`src/rtl/serializador.sv`:
```
// serializador: parallel-to-serial stage feeding the deserializer.
// Bytes from the host land in a holding register, move into a shift register
// and leave MSB first on bit_out, one bit per write_out strobe. Emission pauses
// while the downstream deserializer raises status_in, and every word is followed
// by GAP_CYCLES idle cycles.
//
// Host handshake: send_in/data_in are captured on a rising edge only when
// ready_out is 1 at that edge. ready_out is registered and equals "holding
// register empty", so a word that empties the holding register at the same edge
// a new send_in arrives is not replaced; the host simply retries next cycle.
// A send_in seen while ready_out=0 has no effect.
//
// Downstream strobe: write_out is high for exactly one cycle per emitted bit.
// bit_out only carries meaning while write_out=1; otherwise it keeps its last
// value. A status_in=1 sampled at an edge suppresses emission at that edge
// without losing or repeating the pending bit.
module serializador #(
   parameter int DATA_WIDTH = 8,
   parameter int GAP_CYCLES = 1   // legal range 1..15
) (
   input  logic                  clk_100KHz,
   input  logic                  reset,
   input  logic [DATA_WIDTH-1:0] data_in,
   input  logic                  send_in,
   output logic                  ready_out,
   input  logic                  status_in,
   output logic                  bit_out,
   output logic                  write_out,
   output logic                  busy_out,
   output logic [7:0]            sent_count_out,
   output logic [1:0]            fsm_state       // 0 = IDLE, 1 = SHIFT, 2 = GAP
);

   localparam int CNT_W = $clog2(DATA_WIDTH + 1);
   localparam int MSB   = DATA_WIDTH - 1;

   typedef enum logic [1:0] {
      IDLE  = 2'd0,
      SHIFT = 2'd1,
      GAP   = 2'd2
   } state_t;

   state_t                state;
   state_t                state_nxt;

   logic [DATA_WIDTH-1:0] hold;
   logic [DATA_WIDTH-1:0] hold_nxt;
   logic                  hold_valid;
   logic                  hold_valid_nxt;
   logic [DATA_WIDTH-1:0] shift;
   logic [DATA_WIDTH-1:0] shift_nxt;
   logic [CNT_W-1:0]      bit_cnt;
   logic [CNT_W-1:0]      bit_cnt_nxt;
   logic [3:0]            gap_cnt;
   logic [3:0]            gap_cnt_nxt;
   logic                  bit_nxt;
   logic                  write_nxt;
   logic [7:0]            sent_nxt;

   logic                  accept;
   logic                  load;
   logic                  emit;
   logic                  last_bit;

   // ready_out mirrors !hold_valid, so accept can never coincide with load
   assign accept   = send_in & ready_out;
   assign load     = (state == IDLE) & hold_valid & ~status_in;
   assign emit     = (state == SHIFT) & ~status_in;
   assign last_bit = emit & (bit_cnt == CNT_W'(DATA_WIDTH - 1));

   assign fsm_state = state;

   // state register
   always_ff @(posedge clk_100KHz or posedge reset) begin
      if (reset) begin
         state <= IDLE;
      end else begin
         state <= state_nxt;
      end
   end

   // next-state decision: start on a held word, finish after the last bit, wait out the gap
   always_comb begin
      state_nxt = state;
      unique case (state)
         IDLE: begin
            if (load) begin
               state_nxt = SHIFT;
            end
         end
         SHIFT: begin
            if (last_bit) begin
               state_nxt = GAP;
            end
         end
         GAP: begin
            if (gap_cnt <= 4'd1) begin
               state_nxt = IDLE;
            end
         end
         default: begin
            state_nxt = IDLE;
         end
      endcase
   end

   // datapath and output values for the coming edge
   always_comb begin
      hold_nxt       = hold;
      hold_valid_nxt = hold_valid;
      shift_nxt      = shift;
      bit_cnt_nxt    = bit_cnt;
      gap_cnt_nxt    = gap_cnt;
      bit_nxt        = bit_out;
      write_nxt      = 1'b0;
      sent_nxt       = sent_count_out;

      if (accept) begin
         hold_nxt       = data_in;
         hold_valid_nxt = 1'b1;
      end

      unique case (state)
         IDLE: begin
            // first bit leaves straight from the holding register
            if (load) begin
               shift_nxt      = hold << 1;
               bit_nxt        = hold[MSB];
               write_nxt      = 1'b1;
               bit_cnt_nxt    = CNT_W'(1);
               hold_valid_nxt = 1'b0;
            end
         end
         SHIFT: begin
            // a stalled cycle leaves shift and bit_cnt untouched
            if (emit) begin
               bit_nxt     = shift[MSB];
               write_nxt   = 1'b1;
               shift_nxt   = shift << 1;
               bit_cnt_nxt = bit_cnt + CNT_W'(1);
               if (last_bit) begin
                  sent_nxt    = sent_count_out + 8'd1;
                  gap_cnt_nxt = 4'(GAP_CYCLES);
               end
            end
         end
         GAP: begin
            if (gap_cnt != 4'd0) begin
               gap_cnt_nxt = gap_cnt - 4'd1;
            end
         end
         default: begin
            write_nxt = 1'b0;
         end
      endcase
   end

   // registered datapath and outputs; reset discards any partial or held word
   always_ff @(posedge clk_100KHz or posedge reset) begin
      if (reset) begin
         hold           <= '0;
         hold_valid     <= 1'b0;
         shift          <= '0;
         bit_cnt        <= '0;
         gap_cnt        <= '0;
         bit_out        <= 1'b0;
         write_out      <= 1'b0;
         sent_count_out <= 8'd0;
         ready_out      <= 1'b1;
         busy_out       <= 1'b0;
      end else begin
         hold           <= hold_nxt;
         hold_valid     <= hold_valid_nxt;
         shift          <= shift_nxt;
         bit_cnt        <= bit_cnt_nxt;
         gap_cnt        <= gap_cnt_nxt;
         bit_out        <= bit_nxt;
         write_out      <= write_nxt;
         sent_count_out <= sent_nxt;
         ready_out      <= ~hold_valid_nxt;
         busy_out       <= (state_nxt != IDLE);
      end
   end

endmodule
```
`config.mk`:
```
export PLATFORM = sky130hd
export DESIGN_NAME = serializador
export DESIGN_NICKNAME = d
export VERILOG_FILES = /design/src/rtl/serializador.sv
export SDC_FILE = /design/constraint.sdc
export NUM_CORES = 1
export LEC_CHECK = 0
export CORE_MARGIN = 2
export CORE_UTILIZATION = 57
export CTS_CLUSTER_DIAMETER = 100
export CTS_CLUSTER_SIZE = 30
export DETAILED_ROUTE_END_ITERATION = 6
export PLACE_DENSITY = 0.89
export SKIP_LAST_GASP = 1
export SLEW_MARGIN = 0
export SYNTH_ARGS = -nofsm -noshare
export SYNTH_HDL_FRONTEND = slang
export SYNTH_SLANG_ARGS = --single-unit
```
`constraint.sdc`:
```
create_clock -name clk_100KHz -period 2.3 [get_ports clk_100KHz]
set_input_delay 0.46 -clock clk_100KHz [delete_from_list [all_inputs] [get_ports clk_100KHz]]
set_output_delay 0.46 -clock clk_100KHz [all_outputs]
set_load 0.01 [all_outputs]
```
==> results of run 1 <==
-- layer usage --
metal	vias to the layer above	global-route usage [%]	wire length, um
met3	9	3.90	148
met2	33	36.8	1780
met5	-	0	0
li1	577	-	-
met1	607	27.6	1330
met4	0	9.52	70
-- through the flow --
| stage | hold WS, ns | instances |
|---|---|---|
| floorplan | 0.460 | 145 |
| global route | 0.491 | 211 |
| CTS | 0.478 | 211 |
| global placement | 0.457 | 203 |
| detailed placement | 0.464 | 203 |
| finish | 0.478 | 211 |
-- flip-flops by register name, indices dropped and copies added, names as in the netlist, 2 cells and up --
signal	flops
shift	7
sent_count_out	8
hold	8
fsm_state	2
gap_cnt	4
bit_cnt	4
-- power by group through the flow --
stage,clock network (mW),registers [mW],logic (mW)
floorplan,0,1.09,0.580
global placement,0,1.10,0.804
detailed placement,0,1.12,0.865
CTS,0.426,1.11,0.868
global route,0.449,1.14,0.961
finish,0.423,1.11,0.860
-- cell usage in the layout, fill, tap and decap left out, drive strengths merged, types with 3 or more instances in the layout --
cell / instances
dfrtp: 37
mux2: 26
clkdlybuf4s50: 25
o21ai: 10
inv: 9
clkbuf: 8
xor2: 7
nand2: 5
buf: 5
nor3: 4
nand3: 4
a21oi: 4
ha: 4
nor2: 4
nor4: 3
-- kinds of logic (layout without fill, tap and decap cells) --
kind of cell / Yosys count / in the layout / synth area share, %
simple gates: 34 / 34 / 12.4
compound gates: 22 / 22 / 7.36
xor+xnor: 7 / 7 / 3.47
fa+ha+maj: 4 / 4 / 2.83
mux: 26 / 26 / 16.5
buf+inv: 14 / 47 / 3.54
flops: 38 / 38 / 53.8
-- worst max path at each step --
stage	endpoint	cells past startpoint	from
finish	fsm_state[1]	1	fsm_state[1]
global route	fsm_state[1]	1	fsm_state[1]
CTS	fsm_state[1]	1	fsm_state[1]
detailed placement	gap_cnt[1]	4	status_in
global placement	gap_cnt[1]	4	status_in
floorplan	sent_count_out[1]	4	status_in
-- area by class of cell --
class | count | area, um2
Sequential cell | 38 | 952
Fill cell | 202 | 855
Multi-Input combinational cell | 93 | 754
Timing Repair Buffer | 30 | 288
Clock buffer | 8 | 78.8
Tap cell | 33 | 41.3
Inverter | 9 | 33.8
==> impl_metrics.yaml, run 1 <==
drt:
  via_count: 1226
  drcViolationCount: 0
  drt_iter0_drc: 26
  wl_per_cell_um: 15.8
  first_pass_iters: 4
  postRouteAntennaNets: 0
  wl_mm: 3.33
  via_per_inst: 5.81
flow_run:
  maxCapViolations: 0
die:
  io_pins: 26
  die_h_um: 59.7
  rows: 20
  dieArea_um2: 3570
  core_um2: 3000
  start_util_pct: 58.9
  fp.dieW_um: 59.7
critical_path:
  critPathMaxFanout: 13
  worst-path-buf-inv: 1
  worst_r2r_endpoint: "gap_cnt[1]"
  rrSetupSlack_ns: 0.52
  worst_path_largest_cell_delay_ns: 0.63
  rr_startpoint: "bit_cnt[0]"
  end_kind: "output pin"
  crit_chain: "clkdlybuf4s50_1"
  start_kind: "register"
  cp.required_ns: 1.84
  rr_worst_depth: 4
  cp.arrival_ns: 1.55
  critPathTopFamily: "buffers and inverters"
  critPathKind: "register to output pin"
  critPathSlowestCell: "clkdlybuf4s50_1"
pwr:
  cellLeakagePower_nw: 0.977
  pwr-share-clk_pct: 17.7
  p_sw_share_pct: 31.9
  switching_power_mw: 0.762
  vdd_drop_max_mv: 0.623
  combinationalPowerShare_pct: 36.0
  power_density_nw_per_um2: 1110
  pwr-share-seq_pct: 46.3
  finalPower_mw: 2.39
  p_int_mw: 1.63
clock_tree:
  cts_inserted_buffers: 5
  cts_setup_buffers: 0
  htreeDepth: 2
  clkSlewWorstSetupHoldPaths_ns: 0.11
  cts_num_sinks: 38
  cts_max_path_buffers: 2
  clk_latency_ns: 0.34
  postCtsResizedCells: 0
  cts-hold-fix-buffers: 0
  root_buffer: "clkbuf_4"
  cts_tree: "yes"
synth:
  yosysMostFrequentCell: "dfrtp_1"
  synth_cell_types: 35
  syn_nets: 161
  synth_warnings: 0
  synthCells: 145
  synth_top_area_share_pct: 52.3
  yosysTopAreaCell: "dfrtp_1"
  syn_avg_cell_area_um2: 12.2
  synth.cell_area_um2: 1770
  synthFlopType: "dfrtp_1"
  synth_seq_area_share_pct: 53.8
  synth-edff-count: 0
  ys_seq_elements: 38
  synthArstFlopShare_pct: 100
  ys_top_cells_by_area: "dfrtp_1 (52%), mux2_2 (12%), mux2_1 (4.5%)"
  synthTopCellsByCount: "dfrtp_1 (37), mux2_2 (19), inv_1 (9)"
global_route:
  grt_use_total_pct: 21.9
  grt_pass1_vias: 1263
  grt-ovfl-total: 0
  grt_max_degree: 39
  antenna_found_initial: 0
  grt_pass1_wl_mm: 5.73
final_layout:
  syn2layout_area_growth_pct: 21.4
  final_area_um2: 2150
  post-route-util_pct: 71.5
  diodes: 0
  drive_above_1_share_pct: 21.3
  nets: 193
timing:
  tns_ns: 0
  fmax_mhz: 498
  period_minus_slack_ns: 2.01
  finalMaxSlewViolations: 0
  final-hold-violation-count: 0
  timing.final.crit_share_pct: 87.4
  setup_ws_ns: 0.290
  grt_setup_unrepaired: "false"
  slew_headroom_pct: 68.4
  finalSetupViolations: 0
  fin_skew_ns: 0.00730
  worst_slew_pin_slew_ns: 0.472
placed_design:
  place_congestion: 0.807
  dp_slack_ns: 0.206
  hpwl_mm: 2.38
  portBuffers: 25
  dpl_cell_area_um2: 2070
worst_hold_path:
  hold_class: "register to register"
  min-delay-start: "sent_count_out[7]"
  min_path_cells: 1
  holdPathEnd: "sent_count_out[7]"
status:
  status: "finished, final reports clean"
(Power assumes the default switching activity.)
==> run 2, diff against run 1 <==
TNS_END_PERCENT = 30   (was unset)
==> results of run 2 <==
Same layout as run 1: the final DEF is identical, and so are final timing and power.
